===== config.mk =====
export PLATFORM = sky130hd
export DESIGN_NAME = perceptron_sample_feeder
export DESIGN_NICKNAME = d
export VERILOG_FILES = /design/src/rtl/perceptron_pkg.sv /design/src/rtl/sample_ram.sv /design/src/rtl/perceptron_sample_feeder.sv
export SDC_FILE = /design/constraint.sdc
export NUM_CORES = 1
export LEC_CHECK = 0
export ABC_CLOCK_PERIOD_IN_PS = 3100
export BUFFER_PORTS_ARGS = -buffer_cell sky130_fd_sc_hd__buf_2
export CAP_MARGIN = 20
export CORE_UTILIZATION = 45
export CTS_CLUSTER_SIZE = 40
export DETAILED_ROUTE_END_ITERATION = 16
export HOLD_SLACK_MARGIN = 0.05
export SLEW_MARGIN = 15
export SYNTH_ARGS = -nofsm -noshare
export SYNTH_HDL_FRONTEND = slang
export SYNTH_SLANG_ARGS = --single-unit

===== constraint.sdc =====
create_clock -name clk -period 3.1 [get_ports clk]
set_input_delay 0.31 -clock clk [delete_from_list [all_inputs] [get_ports clk]]
set_output_delay 0.31 -clock clk [all_outputs]
set_load 0.02 [all_outputs]

===== src/rtl/perceptron_pkg.sv =====
// Shared types and widths for the perceptron training-sample feeder.
package perceptron_pkg;

    // Feeder sequencing: load samples, then serve one sample per neuron request.
    typedef enum logic [2:0] {
        S_LOAD    = 3'd0,
        S_IDLE    = 3'd1,
        S_FETCH   = 3'd2,
        S_PRESENT = 3'd3,
        S_WAITLOW = 3'd4
    } state_t;

    localparam int X_W      = 7;   // two's complement input feature width
    localparam int T_W      = 2;   // target width
    localparam int N_W      = 32;  // width of the sample-count output
    localparam int SAMPLE_W = 2 * X_W + T_W;

    // One training sample as stored in the buffer (16 bits).
    typedef struct packed {
        logic [X_W-1:0] x1;
        logic [X_W-1:0] x2;
        logic [T_W-1:0] t;
    } sample_t;

endpackage


===== src/rtl/sample_ram.sv =====
// DEPTH x 16 sample buffer: one write port, one registered read port.
module sample_ram
    import perceptron_pkg::*;
#(
    parameter int DEPTH  = 64,
    parameter int ADDR_W = 6
) (
    input  logic              clk,
    input  logic              we,
    input  logic [ADDR_W-1:0] waddr,
    input  sample_t           wdata,
    input  logic              re,
    input  logic [ADDR_W-1:0] raddr,
    output sample_t           rdata
);

    sample_t mem [DEPTH];

    // Contents are intentionally not reset; they are undefined until loaded.
    always_ff @(posedge clk) begin
        if (we) begin
            mem[waddr] <= wdata;
        end
    end

    // Registered read: data appears the cycle after re is asserted.
    always_ff @(posedge clk) begin
        if (re) begin
            rdata <= mem[raddr];
        end
    end

endmodule


===== src/rtl/perceptron_sample_feeder.sv =====
// Responder side of the neuron requestFlag/dataReady handshake.
//
// Handshake: the neuron raises requestFlag (a level) while the feeder is idle.
// Two cycles later the feeder drives dataReady high for exactly one cycle and
// the sample outputs are valid in that cycle. The feeder then waits for
// requestFlag to fall before accepting another request, so a held request
// yields only one sample. done returns the feeder to loading and suppresses
// any strobe in the cycle it is seen.
module perceptron_sample_feeder
    import perceptron_pkg::*;
#(
    parameter int DEPTH   = 64,
    parameter int ADDR_W  = 6,
    parameter int EPOCH_W = 16
) (
    input  logic               clk,
    input  logic               rst,
    input  logic               wrEn,
    input  logic [X_W-1:0]     wrX1,
    input  logic [X_W-1:0]     wrX2,
    input  logic [T_W-1:0]     wrT,
    input  logic               clear,
    input  logic               start,
    input  logic               requestFlag,
    input  logic               done,
    output logic               dataReady,
    output logic [N_W-1:0]     nOutput,
    output logic [X_W-1:0]     x1Output,
    output logic [X_W-1:0]     x2Output,
    output logic [T_W-1:0]     tOutput,
    output logic               full,
    output logic               serving,
    output logic [EPOCH_W-1:0] epochCount,
    output state_t             debugState
);

    // count needs one extra bit because it can reach DEPTH itself.
    localparam logic [ADDR_W:0] CNT_DEPTH = (ADDR_W + 1)'(DEPTH);

    state_t              state;
    state_t              state_nxt;
    logic [ADDR_W:0]     count;
    logic [ADDR_W:0]     count_load;
    logic [ADDR_W-1:0]   rd_ptr;
    logic                wr_ok;
    logic                arm;
    logic                ram_re;
    logic                last_sample;
    sample_t             wr_sample;
    sample_t             ram_q;
    sample_t             out_q;
    logic [ADDR_W:0]     nout_q;

    assign wr_sample = '{x1: wrX1, x2: wrX2, t: wrT};

    sample_ram #(
        .DEPTH  (DEPTH),
        .ADDR_W (ADDR_W)
    ) u_ram (
        .clk   (clk),
        .we    (wr_ok),
        .waddr (count[ADDR_W-1:0]),
        .wdata (wr_sample),
        .re    (ram_re),
        .raddr (rd_ptr),
        .rdata (ram_q)
    );

    // Next state, host-write qualification and the dataReady strobe.
    always_comb begin
        state_nxt   = state;
        wr_ok       = 1'b0;
        count_load  = count;
        arm         = 1'b0;
        ram_re      = 1'b0;
        dataReady   = 1'b0;
        last_sample = ({1'b0, rd_ptr} == (count - 1'b1));
        case (state)
            S_LOAD: begin
                // clear beats a same-cycle write; start sees the post-write count.
                wr_ok = wrEn && !clear && (count < CNT_DEPTH);
                if (clear) begin
                    count_load = '0;
                end else if (wr_ok) begin
                    count_load = count + 1'b1;
                end
                arm = start && (count_load != '0);
                if (arm) begin
                    state_nxt = S_IDLE;
                end
            end
            S_IDLE: begin
                // Read is launched as the request is accepted so the sample
                // is sitting at the RAM output during S_FETCH.
                if (done) begin
                    state_nxt = S_LOAD;
                end else if (requestFlag) begin
                    state_nxt = S_FETCH;
                    ram_re    = 1'b1;
                end
            end
            S_FETCH: begin
                state_nxt = done ? S_LOAD : S_PRESENT;
            end
            S_PRESENT: begin
                dataReady = !done;
                state_nxt = done ? S_LOAD : S_WAITLOW;
            end
            S_WAITLOW: begin
                if (done) begin
                    state_nxt = S_LOAD;
                end else if (!requestFlag) begin
                    state_nxt = S_IDLE;
                end
            end
            default: state_nxt = S_LOAD;
        endcase
    end

    // State register.
    always_ff @(posedge clk or posedge rst) begin
        if (rst) begin
            state <= S_LOAD;
        end else begin
            state <= state_nxt;
        end
    end

    // Sample count: only changes while loading; kept across done.
    always_ff @(posedge clk or posedge rst) begin
        if (rst) begin
            count <= '0;
        end else if (state == S_LOAD) begin
            count <= count_load;
        end
    end

    // Read pointer and epoch counter: wrap after the last stored sample.
    always_ff @(posedge clk or posedge rst) begin
        if (rst) begin
            rd_ptr     <= '0;
            epochCount <= '0;
        end else if (state == S_LOAD) begin
            if (arm) begin
                rd_ptr     <= '0;
                epochCount <= '0;
            end
        end else if (done) begin
            rd_ptr <= '0;
        end else if (state == S_PRESENT) begin
            if (last_sample) begin
                rd_ptr <= '0;
                if (epochCount != '1) begin
                    epochCount <= epochCount + 1'b1;
                end
            end else begin
                rd_ptr <= rd_ptr + 1'b1;
            end
        end
    end

    // Output registers load on entry to S_PRESENT and hold between strobes.
    always_ff @(posedge clk or posedge rst) begin
        if (rst) begin
            out_q  <= '0;
            nout_q <= '0;
        end else if ((state == S_FETCH) && !done) begin
            out_q  <= ram_q;
            nout_q <= count;
        end
    end

    assign x1Output   = out_q.x1;
    assign x2Output   = out_q.x2;
    assign tOutput    = out_q.t;
    assign nOutput    = {{(N_W - ADDR_W - 1){1'b0}}, nout_q};
    assign full       = (count == CNT_DEPTH);
    assign serving    = (state != S_LOAD);
    assign debugState = state;

endmodule


---- Yosys cells after proc, flatten, opt, wreduce, memory -nomap -nowiden ----
Memories as Yosys holds them, arrays and structs flattened. A register that Yosys moved wholly into a read port is not among the register bits.
Index checks and enable logic that the tools add are counted.
word-level totals
  logic and storage cells ................. 72
  bits in registers ....................... 55
  memories ................................ 1
  bits of input ports ..................... 23
  output and inout port bits .............. 70
  memory bits (writable) .................. 1024
operators by class
  $lt $le $gt $ge ......................... 1
  reduce and logical (&&, ||, !) cells .... 16
  mux-type cells .......................... 30
  add/subtract/negate cells ............... 4
  eq/ne operators ......................... 12
memories
  name       words  width  rd ports  clocked after Yosys merged registers in  write ports  line              RTL
  u_ram.mem  64     16     1         1                                        1            sample_ram.sv:17  sample_t mem [DEPTH];
operators by type and width
  operator               count
  $mux 16                6
  $mux 6                 5
  $mux 7                 3
  $mux 3                 6
  $add 16x1->16 const B  1
  $ne 16x16->1 const B   1
  $pmux 3 s5             1
  $mux 1                 8
  $add 7x1->7 const B    1
  $eq 6x7->1             1
  $eq 7x7->1 const B     1
  $lt 7x7->1 const B     1
  $reduce_bool 7->1      1
  $sub 7x1->7 const B    1
  $add 6x1->6 const B    1
  $eq 3x2->1 const B     2
  $ne 3x3->1 const B     2
  $reduce_bool 2->1      3
  $reduce_bool 3->1      2
  $reduce_and 5->1       1
  $logic_and 1x1->1      4
  $ne 2x2->1 const B     2
  $eq 3x1->1 const B     1
  $eq 3x3->1 const B     1
  6 further kinds        7

---- Depth between registers and ports, before layout ----
  depth in word-level cells ............... 11
  mapped depth ............................ 10
  depth with buffers taken out ............ 8

---- Modules after synthesis ----
From an unflattened synthesis, not the netlist that was laid out.
unflattened totals
  cell total of the unflattened synthesis .. 2158
  area total of the unflattened synthesis .. 43422.9 µm²
modules (own cells, without submodules)
  module                    cells each  times used  area an instance (µm²)
  sample_ram                1829        1           40202.3
  perceptron_sample_feeder  329         1           3220.6

---- Worst setup path before layout ----
No wires, ideal clock.
  kind .................................... register to register
  start ................................... reg state[0], in the netlist debugState[0]
  end ..................................... mem u_ram.mem[6][0] in the netlist's numbering, enable pin
  stages on the path, launching flop included .. 7
  data required time ...................... 2.691 ns
  path buffers ............................ 1
  setup slack ............................. -0.023 ns
  period minus slack after synthesis ...... 3.123 ns
  arrival ................................. 2.714 ns
  library setup time ...................... 0.409 ns
  path through ............................ dfrtp_1 clkbuf_1 nor3_1 inv_1 nor4_1 nand2b_1 nor3_1
on the way
  word-level cells in the longest chain between the ends .. 4
RTL lines
  what                          line                             RTL
  start, declared               perceptron_sample_feeder.sv:40   state_t state;
  start signal, assigned        perceptron_sample_feeder.sv:125  state <= state_nxt;
  $logic_not 3->1               perceptron_sample_feeder.sv:78   case (state)
  $mux 1                        perceptron_sample_feeder.sv:78
  $mux 1                        sample_ram.sv:21                 if (we) begin
  $mux 1 (implied by the code)  sample_ram.sv:22                 mem[waddr] <= wdata;
  end, declared                 sample_ram.sv:17
No other way between the ends.

==> impl_results.html <==
<table>
<tr><th>Metric</th><th>Value</th></tr>
<tr><th colspan="2">Clock network</th></tr>
<tr><td>Clk root buf</td><td>sky130_fd_sc_hd__clkbuf_16</td></tr>
<tr><td>H-tree lvl count</td><td>3</td></tr>
<tr><td>Buffer depth of the longest clock path</td><td>3</td></tr>
<tr><td>TritonCTS Sinks</td><td>1095</td></tr>
<tr><td>Clock latency of the later-clocked register in the worst-skew pair</td><td>between 0.6 and 0.7 ns</td></tr>
<tr><td>Clock-pin slew reported for the worst setup and hold paths after clock tree synthesis</td><td>about 0.060 ns</td></tr>
<tr><td>Clock tree from TritonCTS</td><td>done</td></tr>
<tr><td>Number of buffers created by CTS</td><td>109</td></tr>
<tr><th colspan="2">Place</th></tr>
<tr><td>GP Congestion</td><td>0.852</td></tr>
<tr><td>Total half-perimeter wirelength after legalization and detailed placement</td><td>61.4 mm</td></tr>
<tr><td>Total cell area at the placement stage</td><td>45700 sq um</td></tr>
<tr><td># port buffers</td><td>67</td></tr>
<tr><th colspan="2">Layout</th></tr>
<tr><td>Area of the multi-input gates</td><td>9650 sq um</td></tr>
<tr><td>Number of nets in the layout</td><td>2195</td></tr>
<tr><td>FILL cells</td><td>7254</td></tr>
<tr><td>Fin util</td><td>53.0%</td></tr>
<tr><td>Fraction of final layout cells with drive strength greater than 1</td><td>35.1%</td></tr>
<tr><td>Storage element area</td><td>32600 sq um</td></tr>
<tr><td>Area Growth Syn to Fin</td><td>16.1%</td></tr>
<tr><td>Post-layout instance area</td><td>49600 sq um</td></tr>
<tr><th colspan="2">Route</th></tr>
<tr><td>Met3 WL</td><td>8.67 mm</td></tr>
<tr><td>Number of iterations in the first detailed-routing pass</td><td>5</td></tr>
<tr><td>Wire length on met2</td><td>50.4 mm</td></tr>
<tr><td>ANT nets after route</td><td>0</td></tr>
<tr><td>DRC violation total after the first TritonRoute iteration</td><td>2391</td></tr>
<tr><td>Final wirelength</td><td>roughly 110 mm</td></tr>
<tr><td>Total via count after detailed routing</td><td>20600</td></tr>
<tr><td>Number of design rule violations left after detail routing</td><td>0</td></tr>
<tr><td>Sum of routed wire segments on met1</td><td>43.8 mm</td></tr>
<tr><td>Mean routed wirelength per cell</td><td>30.1 um</td></tr>
<tr><td>Top Metal Used</td><td>met5</td></tr>
<tr><td>Vias per std cell</td><td>between 5 and 6</td></tr>
<tr><th colspan="2">Power and ir drop</th></tr>
<tr><td>Clk network pwr share</td><td>35.8%</td></tr>
<tr><td>Post-route total power</td><td>37.7 mW</td></tr>
<tr><td>Worst VDD drop</td><td>about 550 uV</td></tr>
<tr><td>LEAKAGE</td><td>15.7 nW</td></tr>
<tr><td>Power density over cell area</td><td>~760 nW/um^2</td></tr>
<tr><td>Fraction of power spent switching nets</td><td>approximately a quarter</td></tr>
<tr><td>Switching pwr</td><td>about 9.5 mW</td></tr>
<tr><td>Int Power</td><td>28.1 mW</td></tr>
<tr><td>Combinational Power Share</td><td>19.7%</td></tr>
<tr><td>Part of the power in registers</td><td>44.5%</td></tr>
<tr><th colspan="2">Global route</th></tr>
<tr><td>Largest net degree at the start of global routing</td><td>65</td></tr>
<tr><td>Global-route wire length before repair</td><td>roughly 150 mm</td></tr>
<tr><td>Remaining global-route overflow</td><td>0</td></tr>
<tr><td>Number of antenna violations at the first check in global routing</td><td>7</td></tr>
<tr><td>Total track usage</td><td>22.6%</td></tr>
<tr><td>Via count of the first global-routing pass</td><td>21100</td></tr>
<tr><th colspan="2">Synthesis</th></tr>
<tr><td>Simple logic cell fraction of the synthesized area</td><td>2.40%</td></tr>
<tr><td>Number of unique standard cell types used by synthesis</td><td>58</td></tr>
<tr><td>Syn Area/Cell</td><td>between 20 and 25 sq um</td></tr>
<tr><td>Leading cell types by count after synthesis</td><td>sky130_fd_sc_hd__edfxtp_1, sky130_fd_sc_hd__mux4_2, sky130_fd_sc_hd__nor2_1</td></tr>
<tr><td>Fraction of synthesized area in multiplexers</td><td>17.6%</td></tr>
<tr><td>Leading cell types by total area after synthesis</td><td>sky130_fd_sc_hd__edfxtp_1, sky130_fd_sc_hd__mux4_2, sky130_fd_sc_hd__dfrtp_1, sky130_fd_sc_hd__nor2_1, sky130_fd_sc_hd__clkbuf_1</td></tr>
<tr><td>Sequential area share after synthesis</td><td>76.4%</td></tr>
<tr><td>Number of enable-type register cells in the synthesized netlist</td><td>1040</td></tr>
<tr><td>Post-synth top flop</td><td>sky130_fd_sc_hd__edfxtp_1</td></tr>
<tr><td>Adder-cell share of the synthesized area</td><td>0.147%</td></tr>
<tr><td>Largest family of logic cells by synthesized area</td><td>multiplexers</td></tr>
<tr><td>Compound-cell area share of the yosys netlist</td><td>1.75%</td></tr>
<tr><td>Cell taking the most area after synthesis</td><td>sky130_fd_sc_hd__edfxtp_1</td></tr>
<tr><td>Xor/xnor share of the synthesized area</td><td>0.185%</td></tr>
<tr><td>Most used standard cell by instance count after synthesis</td><td>sky130_fd_sc_hd__edfxtp_1</td></tr>
<tr><td>Post-synthesis instance area</td><td>approximately 43000 sq um</td></tr>
<tr><td>Register bit total from synthesis</td><td>approximately 1100</td></tr>
<tr><td>Total of warnings raised by yosys</td><td>0</td></tr>
<tr><td>Post-synth top area share</td><td>73.1%</td></tr>
<tr><td>Async set-or-reset flop fraction in the synthesized netlist</td><td>5.02%</td></tr>
<tr><td>Syn Inst Count</td><td>approximately 1900</td></tr>
<tr><th colspan="2">Timing</th></tr>
<tr><td>Setup TNS Final</td><td>0 ns</td></tr>
<tr><td>Unrepaired setup endpoints after global routing</td><td>false</td></tr>
<tr><td>Slew at the pin with the worst max-slew slack</td><td>0.925 ns</td></tr>
<tr><td>Minimum clock period after layout</td><td>3.06 ns</td></tr>
<tr><td>Final count of negative-setup-slack endpoints</td><td>0</td></tr>
<tr><td>Pins Over Slew Limit</td><td>0</td></tr>
<tr><td>Final Hold Fails</td><td>0</td></tr>
<tr><td>Maximum achievable frequency</td><td>0.327 GHz</td></tr>
<tr><td>Final period util</td><td>98.6%</td></tr>
<tr><td>Worst slew slack as a fraction of its limit</td><td>38.3%</td></tr>
<tr><td>Setup skew after layout</td><td>0.0239 ns</td></tr>
<tr><th colspan="2">Die</th></tr>
<tr><td>Initial standard-cell utilization of the core</td><td>a little under half</td></tr>
<tr><td>Die Span X</td><td>310 um</td></tr>
<tr><td>Number of top-level design ports</td><td>93</td></tr>
<tr><td>Placement row count</td><td>112</td></tr>
<tr><td>Vert. Die Dim</td><td>310 um</td></tr>
<tr><td>Area enclosed by the die boundary</td><td>~96000 sq um</td></tr>
<tr><td>Placeable core area</td><td>93600 sq um</td></tr>
<tr><th colspan="2">Run</th></tr>
<tr><td>Maximum Capacitance Violations</td><td>0</td></tr>
<tr><th colspan="2">Worst hold path</th></tr>
<tr><td>Hold/Removal Path Class</td><td>in -&gt; reg</td></tr>
<tr><th colspan="2">Setup path</th></tr>
<tr><td>Number of buffers and inverters on the critical path</td><td>2</td></tr>
<tr><td>Cell at the slowest stage of the critical path</td><td>sky130_fd_sc_hd__dfrtp_4</td></tr>
<tr><td>Critical path fanouts, max</td><td>18</td></tr>
<tr><td>Data arrival time of the worst path</td><td>3.45 ns</td></tr>
<tr><td>Worst path top cell family by delay</td><td>multiplexers</td></tr>
<tr><td>Critical Path RT</td><td>3.50 ns</td></tr>
<tr><td>Biggest cell delay along the critical path</td><td>0.71 ns</td></tr>
<tr><td>Cells traversed along the worst timing path</td><td>buf_4, buf_4, mux4_2, mux4_2, a22oi_2, nand2_1</td></tr>
<tr><td>Worst setup path category</td><td>reg -&gt; reg</td></tr>
<tr><td>CP endpoint kind</td><td>flip-flop</td></tr>
<tr><td>Crit path launch type</td><td>flip-flop</td></tr>
<tr><th colspan="2">Outcome</th></tr>
<tr><td>Outcome</td><td>completed</td></tr>
</table>
[placed cells by master, fill, tap and decap left out, types with 13 or more instances in the layout]
cell type / synthesis / final
sky130_fd_sc_hd__inv_1: 15 / 14
sky130_fd_sc_hd__clkbuf_16: 0 / 113
sky130_fd_sc_hd__nand2_1: 44 / 44
sky130_fd_sc_hd__dfrtp_1: 55 / 51
sky130_fd_sc_hd__buf_12: 0 / 23
sky130_fd_sc_hd__clkbuf_1: 76 / 19
sky130_fd_sc_hd__buf_2: 4 / 59
sky130_fd_sc_hd__mux4_2: 320 / 320
sky130_fd_sc_hd__clkinv_1: 0 / 23
sky130_fd_sc_hd__or3_1: 13 / 13
sky130_fd_sc_hd__nor2_1: 80 / 49
sky130_fd_sc_hd__mux2_2: 23 / 23
sky130_fd_sc_hd__edfxtp_1: 1040 / 1040
sky130_fd_sc_hd__buf_4: 25 / 151
sky130_fd_sc_hd__nor2_2: 0 / 30
sky130_fd_sc_hd__clkinv_2: 0 / 16
sky130_fd_sc_hd__a22oi_1: 32 / 26
sky130_fd_sc_hd__conb_1: 1 / 25
sky130_fd_sc_hd__bufinv_16: 0 / 16
sky130_fd_sc_hd__o21ai_0: 13 / 13
sky130_fd_sc_hd__nand3_1: 17 / 17
[what timing repair did]
action                                  4_1_cts  5_1_grt
hold buffers                                  5        0
resized for setup                             6        2
hold endpoints to repair                     29        0
pin swaps                                     0        1
endpoints found under the setup margin        6        2
cloned                                        0        1
setup buffers                                 0        0
[kinds of logic (layout without fill, tap and decap cells)]
group                    count (synthesis)  in the layout
flip-flops                            1095           1095
XOR/XNOR                                 9              9
AND/OR/NAND/NOR                        214            214
buffers and inverters                  154            457
adder cells (fa/ha/maj)                  5              5
other                                    1             26
multiplexers                           346            346
AO/OA/AOI/OAI                          105            105
[per-stage QoR]
step                      hold WS (ns)  setup WS [ns]  instances
after detailed placement         0.465         -0.338       3302
final                            0.136         0.0437       3511
after floorplan                  0.373        0.00978       1953
after global placement           0.485         -0.220       3301
after CTS                        0.102        -0.0350       3507
after global routing             0.123         0.0157       3510
[layer usage]
layer | vias up | track usage [%]
met2 | 828 | 35.2
met4 | 6 | 7.34
met5 | - | 0
li1 | 8556 | -
met3 | 141 | 4.99
met1 | 11100 | 31.8
[registers in the layout, summed over array words and instances, names as in the netlist]
signal	flops
count	7
debugState	3
epochCount	16
nout_q	7
rd_ptr	6
tOutput	2
u_ram.mem	1024
u_ram.rdata	16
x1Output	7
x2Output	7
[power groups by stage]
stage / clock network, mW / registers [mW] / logic (mW)
2_1_floorplan: 0 / 17.0 / 4.80
3_3_place_gp: 0 / 17.1 / 7.28
3_5_place_dp: 0 / 17.1 / 7.37
4_1_cts: 13.7 / 16.8 / 7.42
5_1_grt: 14.3 / 16.8 / 7.89
6_report: 13.5 / 16.8 / 7.40
[path summary, 6_finish.rpt]
check                                    start               end  slack (ns)  depth (start not counted)
worst min-delay path                   wrX2[5]  u_ram.mem[42][7]        0.14                          1
max in group asynchronous                  rst         rd_ptr[0]        1.96                          4
worst min register to register  u_ram.rdata[2]       x2Output[0]        0.49                          1
worst max-delay path                 rd_ptr[2]    u_ram.rdata[3]        0.04                          6
min in group asynchronous                  rst       x1Output[5]        0.33                          3
worst max register to register       rd_ptr[2]    u_ram.rdata[3]        0.04                          6
[area by class of cell]
cell class,instances,area share (%)
Multi-Input combinational cell,704,19.5
Clock buffer,133,5.85
Antenna cell,1,0.00505
Timing Repair Buffer,241,4.07
Clock inverter,67,1.54
Inverter,16,0.121
Sequential cell,1095,65.8
Tap cell,1254,3.16
Power figures use the tool's default switching activity.
